--- src/rtl/rtc_lector_if.sv ---
// Pin bundle of the multiplexed address/data RTC chip.
// The lector is the bus master; the chip (or its model) is the slave.
interface rtc_lector_if;
    logic [7:0] ad_in;
    logic [7:0] ad_out;
    logic       ad_oe;
    logic       cs_n;
    logic       rd_n;
    logic       wr_n;
    logic       a_d;

    modport master (
        input  ad_in,
        output ad_out, ad_oe, cs_n, rd_n, wr_n, a_d
    );

    modport slave (
        output ad_in,
        input  ad_out, ad_oe, cs_n, rd_n, wr_n, a_d
    );
endinterface

--- src/rtl/rtc_lector.sv ---
// Sweeps the nine RTC time/date/timer registers after a transfer command
// and presents each one as a Dir/Dato pair with a one-cycle valid pulse.
module rtc_lector #(
    parameter int T_PULSE = 10,
    parameter int T_GAP   = 5
) (
    input  logic                clk,
    input  logic                rst,
    input  logic                start,
    rtc_lector_if.master        bus,
    output logic [7:0]          Dir,
    output logic [7:0]          Dato,
    output logic                dato_valid,
    output logic                busy,
    output logic                done
);

    localparam int CNT_MAX = (T_PULSE > T_GAP) ? T_PULSE : T_GAP;
    localparam int CNT_W   = $clog2(CNT_MAX);
    localparam logic [CNT_W-1:0] PULSE_END = CNT_W'(T_PULSE - 1);
    localparam logic [CNT_W-1:0] GAP_END   = CNT_W'(T_GAP - 1);
    localparam logic [3:0]       LAST_IDX  = 4'd8;
    localparam logic [7:0]       CMD_XFER  = 8'hF0;

    typedef enum logic [2:0] {
        IDLE, CMD_PH, CMD_GAP, ADR_PH, ADR_GAP, DAT_PH, DAT_GAP, FIN
    } state_t;

    function automatic logic [7:0] reg_addr(input logic [3:0] idx);
        case (idx)
            4'd0:    reg_addr = 8'h21;
            4'd1:    reg_addr = 8'h22;
            4'd2:    reg_addr = 8'h23;
            4'd3:    reg_addr = 8'h24;
            4'd4:    reg_addr = 8'h25;
            4'd5:    reg_addr = 8'h26;
            4'd6:    reg_addr = 8'h41;
            4'd7:    reg_addr = 8'h42;
            4'd8:    reg_addr = 8'h43;
            default: reg_addr = 8'h00;
        endcase
    endfunction

    state_t           state, state_n;
    logic [CNT_W-1:0] cnt, cnt_n;
    logic [3:0]       idx, idx_n;
    logic             start_q;
    logic             cap;

    logic       cs_n_r, rd_n_r, wr_n_r, a_d_r, ad_oe_r;
    logic       cs_n_n, rd_n_n, wr_n_n, a_d_n, ad_oe_n;
    logic [7:0] ad_out_r, ad_out_n;
    logic       busy_r, busy_n, done_r, done_n;
    logic [7:0] dir_p1, dato_p1;
    logic       vld_p1;

    assign cap = (state == DAT_PH) && (cnt == PULSE_END);

    always_comb begin
        state_n = state;
        cnt_n   = cnt + CNT_W'(1);
        idx_n   = idx;
        case (state)
            IDLE: begin
                cnt_n = '0;
                idx_n = '0;
                if (start_q) state_n = CMD_PH;
            end
            CMD_PH: if (cnt == PULSE_END) begin cnt_n = '0; state_n = CMD_GAP; end
            ADR_PH: if (cnt == PULSE_END) begin cnt_n = '0; state_n = ADR_GAP; end
            DAT_PH: if (cnt == PULSE_END) begin cnt_n = '0; state_n = DAT_GAP; end
            CMD_GAP: if (cnt == GAP_END) begin
                cnt_n   = '0;
                idx_n   = '0;
                state_n = ADR_PH;
            end
            ADR_GAP: if (cnt == GAP_END) begin cnt_n = '0; state_n = DAT_PH; end
            DAT_GAP: if (cnt == GAP_END) begin
                cnt_n = '0;
                if (idx == LAST_IDX) begin
                    state_n = FIN;
                end else begin
                    idx_n   = idx + 4'd1;
                    state_n = ADR_PH;
                end
            end
            FIN: begin
                cnt_n   = '0;
                idx_n   = '0;
                state_n = IDLE;
            end
            default: state_n = IDLE;
        endcase

        // Pin levels are decoded from the next state so the registered
        // strobes line up exactly with the state they belong to.
        cs_n_n   = 1'b1;
        rd_n_n   = 1'b1;
        wr_n_n   = 1'b1;
        a_d_n    = 1'b1;
        ad_oe_n  = 1'b0;
        ad_out_n = 8'h00;
        case (state_n)
            CMD_PH: begin
                cs_n_n = 1'b0; wr_n_n = 1'b0; a_d_n = 1'b0; ad_oe_n = 1'b1;
                ad_out_n = CMD_XFER;
            end
            ADR_PH: begin
                cs_n_n = 1'b0; wr_n_n = 1'b0; a_d_n = 1'b0; ad_oe_n = 1'b1;
                ad_out_n = reg_addr(idx_n);
            end
            DAT_PH: begin
                cs_n_n = 1'b0; rd_n_n = 1'b0;
            end
            default: ;
        endcase
        busy_n = (state_n != IDLE) && (state_n != FIN);
        done_n = (state_n == FIN);
    end

    // Control stage: FSM, counters and registered pin drivers
    always_ff @(posedge clk or negedge rst) begin
        if (!rst) begin
            state    <= IDLE;
            cnt      <= '0;
            idx      <= '0;
            start_q  <= 1'b0;
            cs_n_r   <= 1'b1;
            rd_n_r   <= 1'b1;
            wr_n_r   <= 1'b1;
            a_d_r    <= 1'b1;
            ad_oe_r  <= 1'b0;
            ad_out_r <= 8'h00;
            busy_r   <= 1'b0;
            done_r   <= 1'b0;
            vld_p1   <= 1'b0;
        end else begin
            state    <= state_n;
            cnt      <= cnt_n;
            idx      <= idx_n;
            start_q  <= start && (state == IDLE) && !start_q;
            cs_n_r   <= cs_n_n;
            rd_n_r   <= rd_n_n;
            wr_n_r   <= wr_n_n;
            a_d_r    <= a_d_n;
            ad_oe_r  <= ad_oe_n;
            ad_out_r <= ad_out_n;
            busy_r   <= busy_n;
            done_r   <= done_n;
            vld_p1   <= cap;
        end
    end

    // Capture stage: sample the pad on the last read-strobe cycle
    always_ff @(posedge clk or negedge rst) begin
        if (!rst) begin
            dir_p1  <= 8'h00;
            dato_p1 <= 8'h00;
        end else if (cap) begin
            dir_p1  <= reg_addr(idx);
            dato_p1 <= bus.ad_in;
        end
    end

    assign bus.cs_n   = cs_n_r;
    assign bus.rd_n   = rd_n_r;
    assign bus.wr_n   = wr_n_r;
    assign bus.a_d    = a_d_r;
    assign bus.ad_oe  = ad_oe_r;
    assign bus.ad_out = ad_out_r;
    assign Dir        = dir_p1;
    assign Dato       = dato_p1;
    assign dato_valid = vld_p1;
    assign busy       = busy_r;
    assign done       = done_r;

endmodule

--- src/flat_wrapper.sv ---
// flat-port wrapper written by rule: the top's interface ports become plain ports
module rtc_lector_flat 
#(
    parameter int T_PULSE = 10,
    parameter int T_GAP   = 5
)
  (clk, rst, start, Dir, Dato, dato_valid, busy, done, bus_ad_in, bus_ad_out, bus_ad_oe, bus_cs_n, bus_rd_n, bus_wr_n, bus_a_d);
  rtc_lector_if bus_i ();
  input  logic clk;
  input  logic rst;
  input  logic start;
  output logic [7:0] Dir;
  output logic [7:0] Dato;
  output logic dato_valid;
  output logic busy;
  output logic done;
  input wire logic [$bits(bus_i.ad_in)-1:0] bus_ad_in;
  output wire logic [$bits(bus_i.ad_out)-1:0] bus_ad_out;
  output wire logic [$bits(bus_i.ad_oe)-1:0] bus_ad_oe;
  output wire logic [$bits(bus_i.cs_n)-1:0] bus_cs_n;
  output wire logic [$bits(bus_i.rd_n)-1:0] bus_rd_n;
  output wire logic [$bits(bus_i.wr_n)-1:0] bus_wr_n;
  output wire logic [$bits(bus_i.a_d)-1:0] bus_a_d;
  assign bus_i.ad_in = bus_ad_in;
  assign bus_ad_out = bus_i.ad_out;
  assign bus_ad_oe = bus_i.ad_oe;
  assign bus_cs_n = bus_i.cs_n;
  assign bus_rd_n = bus_i.rd_n;
  assign bus_wr_n = bus_i.wr_n;
  assign bus_a_d = bus_i.a_d;
  rtc_lector #(.T_PULSE(T_PULSE), .T_GAP(T_GAP)) u_core (.clk(clk), .rst(rst), .start(start), .bus(bus_i), .Dir(Dir), .Dato(Dato), .dato_valid(dato_valid), .busy(busy), .done(done));
endmodule
--- config.mk ---
export PLATFORM = sky130hd
export DESIGN_NAME = rtc_lector_flat
export DESIGN_NICKNAME = d
export VERILOG_FILES = /design/src/rtl/rtc_lector_if.sv /design/src/rtl/rtc_lector.sv /design/src/flat_wrapper.sv
export SDC_FILE = /design/constraint.sdc
export NUM_CORES = 1
export LEC_CHECK = 0
export CORE_AREA = 2 2 64 66
export DETAILED_ROUTE_END_ITERATION = 6
export DIE_AREA = 0 0 66 68
export PLACE_DENSITY = 0.79
export REMOVE_ABC_BUFFERS = 1
export SLEW_MARGIN = 30
export SYNTH_ARGS = -nofsm -noshare
export SYNTH_HDL_FRONTEND = slang
export SYNTH_SLANG_ARGS = --single-unit
--- constraint.sdc ---
create_clock -name clk -period 5.75 [get_ports clk]
set_input_delay 1.4375 -clock clk [delete_from_list [all_inputs] [get_ports clk]]
set_output_delay 1.4375 -clock clk [all_outputs]
set_load 0.02 [all_outputs]
==> flow_summary.yaml, run 1 <==
run_status:
  status: "finished clean"
sta:
  hold_viol_final: 0
  period_needed_ps: 2870
  finalMaxSlewViolations: 0
  tns_ps: 0
  fmax_ghz: 0.349
  worst-slew-pin-transition_ps: 794
  finalSetupViolCount: 0
  relSlewSlack_pct: 47.1
  rsz0062_at_grt: "no"
  skew_ps: 6.67
  fin_ws_ps: 2880
  fin_crit_sh_pct: 49.9
routing:
  drc: 0
  vias_per_cell: 5.41
  routedWlPerCell_um: 13.2
  drtIter0Drc: 67
  drt_pass1_iterations: 4
  ant_nets: 0
  routed_wl_um: 3420
  vias: 1395
clock_tree:
  hold_buffers: 0
  clk_latency_ps: 290
  h-tree-depth: 2
  ctsResizeCount: 0
  cts_num_sinks: 38
  cts_setup_buffers: 0
  cts.path.max_buffers: 2
  clockRootBuffer: "clkbuf_8"
  cts_buffers: 5
  tritoncts: "built"
  clkTransAtPathRegs_ps: 70
synthesis:
  netlist_area_um2: 1850
  synthAdderAreaFrac_pct: 4.72
  async_flop_share_pct: 100
  ys_ff_latch: 38
  synthMuxAreaShare_pct: 7.76
  synth_xor_area_share_pct: 0.945
  yosys_warnings: 0
  ys.flop_type: "dfrtp_1"
  synth_edf_count: 0
  synth_compound_area_share_pct: 12.3
  syn_area_per_cell_um2: 10.9
  synth_top_family_by_area: "simple AND/OR/NAND/NOR gates"
  syn_inst: 170
  synthSimpleGateAreaFrac_pct: 15.5
  synth.distinct_cells: 49
  ys_seq_area_share_pct: 51.5
global_routing:
  grt_usage_pct: 16.8
  antenna_found_initial: 0
  grt_max_degree: 39
  grt_pass1_vias: 1258
  grt_pass1_wl_um: 5620
  grt_overflow: 0
pwr:
  p_comb_share_pct: 39.8
  ir_worst_vdd_uv: 243
  p_int_uw: 623
  p_clk_share_pct: 19.0
  sw_frac_of_total_pct: 36.5
  pwr-share-seq_pct: 41.2
  powerDensity_nw_per_um2: 421
  p_switching_uw: 358
  leakage_nw: 1.04
die:
  ios: 43
  start_util_pct: 48.1
  die_y_um: 68
  die-area_um2: 4490
  core_um2: 3860
  dieWidth_um: 66
  fp-row-count: 23
place:
  place_congestion: 0.890
  io_buffers: 38
  preCtsSetupSlack_ps: 3190
  dp_hpwl_um: 2460
critical_path:
  worstPathMaxFanout: 2
  crit_chain: "clkdlybuf4s50_1"
  crit_type: "reg -> out"
  cpMaxStageDelayCell: "clkdlybuf4s50_1"
  reg2reg_to: "u_core.bus.ad_out[1]$_DFF_PN0_"
  end_kind: "primary output"
  arrival_ps: 1430
  r2r-start: "u_core.idx[0]$_DFF_PN0_"
  worstRegToRegCells: 10
  cp-startpoint: "u_core.bus.wr_n$_DFF_PN1_"
  crit_family: "buffers and inverters"
  reg2reg_slack_ps: 3340
  startpoint_type: "flip-flop"
  crit_required_ps: 4310
  slowest_delay_ps: 600
  critPathBufInv: 1
layout:
  fillers: 332
  area.growth.synth_to_final_pct: 25.7
  n_antenna_cell: 0
  final_net_count: 225
  drive_above_1_share_pct: 14.4
worst_hold_path:
  hp-class: "reg -> reg"
  min_path_cells: 1
  hold_end: "u_core.Dir[1]$_DFFE_PN0P_"
  worstHoldStart: "u_core.Dir[1]$_DFFE_PN0P_"
run:
  drv_cap: 0
## logic make-up (layout without fill, tap and decap cells)
| group | after synthesis | after routing |
|---|---|---|
| XOR/XNOR | 2 | 2 |
| multiplexers | 13 | 13 |
| adder cells (fa/ha/maj) | 7 | 7 |
| buffers and inverters | 27 | 62 |
| AO/OA/AOI/OAI | 32 | 32 |
| other | 1 | 4 |
| AND/OR/NAND/NOR | 50 | 50 |
| flip-flops | 38 | 38 |
## placed cells by master, fill, tap and decap left out, drive strengths merged, types with 2 or more instances in the layout
master	instances
nand3	9
inv	15
nand4b	2
nand3b	4
dfrtp	35
nor3	4
clkbuf	6
nor2b	2
and3	2
a211oi	2
o211ai	2
conb	4
o21a	2
clkdlybuf4s50	37
mux2i	2
dfstp	3
ha	7
o21ai	2
a31oi	4
a21oi	8
o22ai	2
mux2	11
nor2	13
buf	2
nand2	6
## layer usage
metal | part of all wire, % | GRT usage, % | up-vias
met1 | 44 | 20.4 | 673
met4 | 1.8 | 7.65 | 0
met3 | 7.1 | 5.10 | 7
li1 | - | - | 671
met5 | 0 | 0 | -
met2 | 47 | 27.7 | 44
## worst max-delay path by stage
stage / depth (start not counted) / to / slack, ps
floorplan: 0 / bus_a_d / 3690
global placement: 1 / bus_wr_n / 3220
detailed placement: 1 / bus_wr_n / 3190
CTS: 1 / bus_wr_n / 2860
global route: 1 / bus_a_d / 2850
finish: 1 / bus_wr_n / 2880
## sequential cells by signal (all words and copies together) (netlist names)
register	count
u_core.Dato	8
u_core.bus.ad_out	6
u_core.Dir	5
u_core.cnt	4
u_core.idx	4
u_core.state	3
u_core.bus.ad_oe	1
u_core.bus.cs_n	1
u_core.bus.rd_n	1
u_core.bus.wr_n	1
u_core.busy	1
u_core.dato_valid	1
u_core.done	1
u_core.start_q	1
## synth_stat cells (2+ instances only)
master	n	area share (%)
nand2_1	6	1.2
inv_1	13	2.6
nand3_1	9	2.4
mux2_2	11	6.7
o21ai_0	2	0.54
inv_2	2	0.41
ha_1	7	4.7
o211ai_1	2	0.81
nor2b_1	2	0.67
nand3b_1	4	1.6
nor2_1	13	2.6
mux2i_1	2	1.1
dfrtp_1	35	47
o21a_1	2	0.81
nor3_1	3	0.81
dfstp_2	3	4.3
nand4b_1	2	0.94
buf_2	5	1.3
o22ai_1	2	0.67
a31oi_1	3	1.0
buf_4	6	2.4
a21oi_1	8	2.2
a211oi_1	2	0.81
## power by group through the flow
stage / sequential (mW) / combinational, mW / clock [mW]
floorplan: 0.472 / 0.162 / 0
global placement: 0.406 / 0.382 / 0
detailed placement: 0.409 / 0.394 / 0
CTS: 0.405 / 0.395 / 0.193
global route: 0.416 / 0.430 / 0.205
finish: 0.404 / 0.390 / 0.186
## per-stage QoR
step | std cells | hold WS [ps] | cell area, um2 | power (mW) | utilization, %
6_report | 258 | 494 | 2330 | 0.981 | 60.4
3_3_place_gp | 250 | 472 | 2240 | 0.788 | 58.0
3_5_place_dp | 250 | 482 | 2240 | 0.803 | 58.0
4_1_cts | 258 | 503 | 2330 | 0.992 | 60.4
5_1_grt | 258 | 528 | 2330 | 1.05 | 60.4
2_1_floorplan | 161 | 480 | 1790 | 0.634 | -
## worst reg2reg max path, cell delays in order, from the launching register on
cell and delay, ps:
dfrtp_1 480, inv_1 120, ha_1 170, nand3b_1 210, a21oi_1 310, o211ai_1 200
nand2_1 160, inv_1 60, ha_1 260, nand2_1 40, a221oi_1 300
## area by class of cell
| class | instances | area (um2) | area share (%) |
|---|---|---|---|
| Inverter | 15 | 56.3 | 2.42 |
| Timing Repair Buffer | 39 | 383 | 16.4 |
| Sequential cell | 38 | 955 | 41.0 |
| Multi-Input combinational cell | 108 | 779 | 33.4 |
| Clock buffer | 6 | 82.6 | 3.54 |
| Tap cell | 50 | 62.6 | 2.68 |
| Clock inverter | 2 | 12.5 | 0.537 |
Note: power is estimated with default switching activity, not from simulation.
==> inputs of run 2 (changes only) <==
--- a/config.mk
+++ b/config.mk
@@ -5,10 +5,10 @@
 export SDC_FILE = /design/constraint.sdc
 export NUM_CORES = 1
 export LEC_CHECK = 0
-export CORE_AREA = 2 2 64 66
+export CORE_AREA = 2 2 65 67
 export DETAILED_ROUTE_END_ITERATION = 6
-export DIE_AREA = 0 0 66 68
-export PLACE_DENSITY = 0.79
+export DIE_AREA = 0 0 67 69
+export PLACE_DENSITY = 0.76
 export REMOVE_ABC_BUFFERS = 1
 export SLEW_MARGIN = 30
 export SYNTH_ARGS = -nofsm -noshare
==> constraint.sdc (replaced) <==
create_clock -name clk -period 2.9 [get_ports clk]
set_input_delay 0.725 -clock clk [delete_from_list [all_inputs] [get_ports clk]]
set_output_delay 0.725 -clock clk [all_outputs]
set_load 0.02 [all_outputs]
==> flow_summary.yaml, run 2 (synthesis gave the netlist of run 1 again) <==
sta:
  period_needed_ps: 2390
  fin_ws_ps: 509
  finalMaxSlewViolations: 0
  relSlewSlack_pct: 62.6
  whs_ps: 494
  skew_ps: 6.50
  hold_viol_final: 0
  tns_ps: 0
  rsz0062_at_grt: "no"
  fin_crit_sh_pct: 82.4
  fmax_ghz: 0.418
  worst-slew-pin-transition_ps: 561
  finalSetupViolCount: 0
clock_tree:
  ctsResizeCount: 0
  hold_buffers: 0
  cts_setup_buffers: 0
  clkTransAtPathRegs_ps: 70
  h-tree-depth: 2
  cts_buffers: 5
  tritoncts: "built"
  cts_num_sinks: 38
  clockRootBuffer: "clkbuf_8"
  clk_latency_ps: 290
  cts.path.max_buffers: 2
layout:
  fillers: 337
  final_common_cell: "clkdlybuf4s50_1"
  utilization_pct: 60.4
  instances_no_fill: 259
  n_antenna_cell: 0
  largest_reg_flops: 8
  mostFrequentLayoutCells: "clkdlybuf4s50_1 (38), dfrtp_1 (35), inv_1 (13), nor2_1 (13), mux2_2 (11)"
  area.growth.synth_to_final_pct: 27.5
  drive_above_1_share_pct: 13.9
  final_net_count: 226
critical_path:
  reg2reg_slack_ps: 510
  arrival_ps: 2580
  crit_type: "reg -> reg"
  end_kind: "flip-flop"
  critPathBufInv: 2
  cpMaxStageDelayCell: "dfrtp_1"
  slowest_delay_ps: 460
  crit_chain: "inv_1 -> ha_1 -> nand3b_1 -> a21oi_1 -> o211ai_1 -> nand2_1 -> inv_1 -> ha_1 -> nand2_1 -> a221oi_1"
  worstPathMaxFanout: 7
  crit_family: "compound AO/OA/AOI/OAI gates"
  startpoint_type: "flip-flop"
  crit_required_ps: 3090
die:
  start_util_pct: 47.4
  die-area_um2: 4620
  core_um2: 3910
  die_y_um: 69
  fp-row-count: 23
  ios: 43
  dieWidth_um: 67
routing:
  vias: 1450
  vias_per_cell: 5.60
  ant_nets: 0
  routed_wl_um: 3710
  drc: 0
  drtIter0Drc: 48
  drt_pass1_iterations: 4
  routedWlPerCell_um: 14.3
worst_hold_path:
  hp-class: "reg -> reg"
pwr:
  leakage_nw: 1.05
  ir_worst_vdd_uv: 424
  powerDensity_nw_per_um2: 865
run:
  drv_cap: 0
global_routing:
  antenna_found_initial: 0
  grt_pass1_vias: 1411
  grt_max_degree: 39
  grt_overflow: 0
  grt_usage_pct: 17.3
  grt_pass1_wl_um: 6230
place:
  io_buffers: 38
  dp_cells: 251
  dp_hpwl_um: 2750
  preCtsSetupSlack_ps: 560
  place_congestion: 0.953
run_status:
  status: "finished clean"
==> run 2: report_power, final <==
group,internal [mW],switching (mW)
logic,0.360,0.427
registers,0.688,0.114
clock network,0.280,0.176
total,1.33,0.717
==> run 2: layer usage <==
metal | up-vias | part of all wire [%] | GRT usage (%)
li1 | 669 | - | -
met1 | 711 | 40 | 19.4
met2 | 61 | 50 | 29.5
met3 | 9 | 7.8 | 5.55
met4 | 0 | 2.0 | 7.03
met5 | - | 0 | 0
==> run 2: final timing paths <==
path / start / endpoint / cells after the start
min: u_core.Dir[1]$_DFFE_PN0P_ / u_core.Dir[1]$_DFFE_PN0P_ / 1
max in group asynchronous: rst / u_core.bus.rd_n$_DFF_PN1_ / 2
max reg2reg: u_core.idx[0]$_DFF_PN0_ / u_core.bus.ad_out[1]$_DFF_PN0_ / 10
min in group asynchronous: rst / u_core.Dato[1]$_DFFE_PN0P_ / 2
max: u_core.idx[0]$_DFF_PN0_ / u_core.bus.ad_out[1]$_DFF_PN0_ / 10
min reg2reg: u_core.Dir[1]$_DFFE_PN0P_ / u_core.Dir[1]$_DFFE_PN0P_ / 1
==> run 2: cell type report <==
class                   count  area, um2  area share [%]
inverters                  15       56.3            2.38
well taps                  50       62.6            2.65
clock inverters             1       30.0            1.27
clock buffers               7       86.3            3.65
multi-input cells         108        779            33.0
repair buffers             40        395            16.7
flip-flops and latches     38        955            40.4
==> run 2: worst reg2reg max path, stage by stage (launching register included) <==
cell and delay (ps):
dfrtp_1 460, inv_1 120, ha_1 190, nand3b_1 220
a21oi_1 340, o211ai_1 210, nand2_1 150, inv_1 50
ha_1 260, nand2_1 40, a221oi_1 260
==> run 2: metrics by stage <==
stage | power (mW) | area, um2
after floorplan | 1.26 | 1790
after global placement | 1.57 | 2250
after detailed placement | 1.61 | 2250
after CTS | 2.06 | 2360
after global routing | 2.18 | 2360
final | 2.04 | 2360
==> inputs of run 3 (changes only) <==
==> constraint.sdc (replaced) <==
create_clock -name clk -period 2.4 [get_ports clk]
set_input_delay 0.6 -clock clk [delete_from_list [all_inputs] [get_ports clk]]
set_output_delay 0.6 -clock clk [all_outputs]
set_load 0.02 [all_outputs]
==> flow_summary.yaml, run 3 (synthesis gave the netlist of run 1 again) <==
routing:
  ant_nets: 0
  routedWlPerCell_um: 14.1
  vias: 1428
  drtIter0Drc: 52
  drc: 0
  drt_pass1_iterations: 4
  routed_wl_um: 3730
  vias_per_cell: 5.39
clock_tree:
  cts_num_sinks: 38
  cts_buffers: 5
  hold_buffers: 0
  clk_latency_ps: 290
  h-tree-depth: 2
  clockRootBuffer: "clkbuf_8"
  clkTransAtPathRegs_ps: 70
  tritoncts: "built"
  cts.path.max_buffers: 2
sta:
  fmax_ghz: 0.445
  period_needed_ps: 2250
  relSlewSlack_pct: 58.6
  worst-slew-pin-transition_ps: 622
  finalSetupViolCount: 0
  skew_ps: 4.82
  tns_ps: 0
  hold_viol_final: 0
  fin_crit_sh_pct: 93.6
  finalMaxSlewViolations: 0
die:
  dieWidth_um: 67
  fp-row-count: 23
  die-area_um2: 4620
  core_um2: 3910
  start_util_pct: 47.4
  die_y_um: 69
  ios: 43
critical_path:
  critPathBufInv: 2
  slowest_delay_ps: 380
  crit_type: "reg -> reg"
  worstPathMaxFanout: 5
  end_kind: "flip-flop"
  crit_required_ps: 2600
  cpMaxStageDelayCell: "dfrtp_1"
  cp-startpoint: "u_core.cnt[1]$_DFF_PN0_"
  arrival_ps: 2440
  r2r-start: "u_core.cnt[1]$_DFF_PN0_"
  startpoint_type: "flip-flop"
  crit_family: "compound AO/OA/AOI/OAI gates"
  crit_chain: "inv_1 -> ha_1 -> and3b_2 -> o211ai_1 -> o211ai_1 -> nand2_1 -> inv_1 -> ha_1 -> nand2_1 -> a221oi_1"
place:
  place_congestion: 0.947
  dp_hpwl_um: 2700
  dpl_cell_area_um2: 2260
  io_buffers: 38
global_routing:
  grt_pass1_vias: 1337
  antenna_found_initial: 0
  grt_max_degree: 39
  grt_pass1_wl_um: 6010
  grt_overflow: 0
  grt_usage_pct: 16.9
layout:
  n_antenna_cell: 0
  mostFrequentLayoutCells: "clkdlybuf4s50_1 (38), dfrtp_1 (34), inv_1 (13), nor2_1 (13), mux2_2 (11)"
  final_net_count: 232
  largest_reg_flops: 8
  final_common_cell: "clkdlybuf4s50_1"
  design_area_um2: 2420
  area.growth.synth_to_final_pct: 30.3
  drive_above_1_share_pct: 17.7
run:
  drv_cap: 0
worst_hold_path:
  worstHoldStart: "u_core.Dir[1]$_DFFE_PN0P_"
  hp-class: "reg -> reg"
pwr:
  ir_worst_vdd_uv: 623
  powerDensity_nw_per_um2: 1030
  leakage_nw: 1.08
run_status:
  status: "finished clean"
-- run 3: through the flow --
step                      hold slack [ps]  util (%)  setup slack [ps]  power [mW]  instances
final                                 496      61.7               154        2.49        265
after CTS                             503      60.6              83.0        2.49        260
after detailed placement              487      57.6               108        1.93        252
after global placement                481      57.6               244        1.90        252
after global routing                  517      61.7             -19.3        2.64        265
after floorplan                       304         -               364        1.52        161
-- run 3: cell type report --
cell class	count	area, um2
fillers	332	1500
flip-flops and latches	38	956
multi-input cells	108	785
repair buffers	46	440
clock buffers	7	86.3
well taps	50	62.6
inverters	15	56.3
clock inverters	1	30.0
-- run 3: routing by layer --
| layer | track usage [%] | vias to the layer above | share of wire, % |
|---|---|---|---|
| met2 | 26.8 | 49 | 48 |
| met4 | 8.16 | 0 | 2.8 |
| li1 | - | 683 | - |
| met1 | 20.8 | 685 | 43 |
| met3 | 4.73 | 11 | 6.0 |
| met5 | 0 | - | 0 |
-- run 3: power by group --
| part | switching, mW | total (mW) | leakage [nW] | internal [mW] |
|---|---|---|---|---|
| Sequential | 0.135 | 0.966 | 0.488 | 0.831 |
| Clock | 0.213 | 0.551 | 0.0585 | 0.338 |
| Combinational | 0.522 | 0.969 | 0.534 | 0.447 |
| Total | 0.870 | 2.49 | 1.08 | 1.62 |
-- run 3: worst reg2reg max path, cell delays in order (launching register included) --
cell	delay, ps
dfrtp_1	380
inv_1	80
ha_1	200
and3b_2	260
o211ai_1	250
o211ai_1	200
nand2_1	150
inv_1	60
ha_1	260
nand2_1	50
a221oi_1	250
-- run 3: path summary, 6_finish.rpt --
kind | depth (start not counted) | slack, ps | to
min in group asynchronous | 2 | 740 | u_core.Dato[3]$_DFFE_PN0P_
hold / removal | 1 | 500 | u_core.Dir[1]$_DFFE_PN0P_
max in group asynchronous | 2 | 1310 | u_core.idx[0]$_DFF_PN0_
setup reg to reg | 10 | 150 | u_core.bus.ad_out[1]$_DFF_PN0_
hold reg to reg | 1 | 500 | u_core.Dir[1]$_DFFE_PN0P_
setup / recovery | 10 | 150 | u_core.bus.ad_out[1]$_DFF_PN0_
-- run 3: what timing repair did --
action	in CTS	in global routing
setup buffers	0	5
setup endpoints to repair	0	3
gates resized for setup	0	3
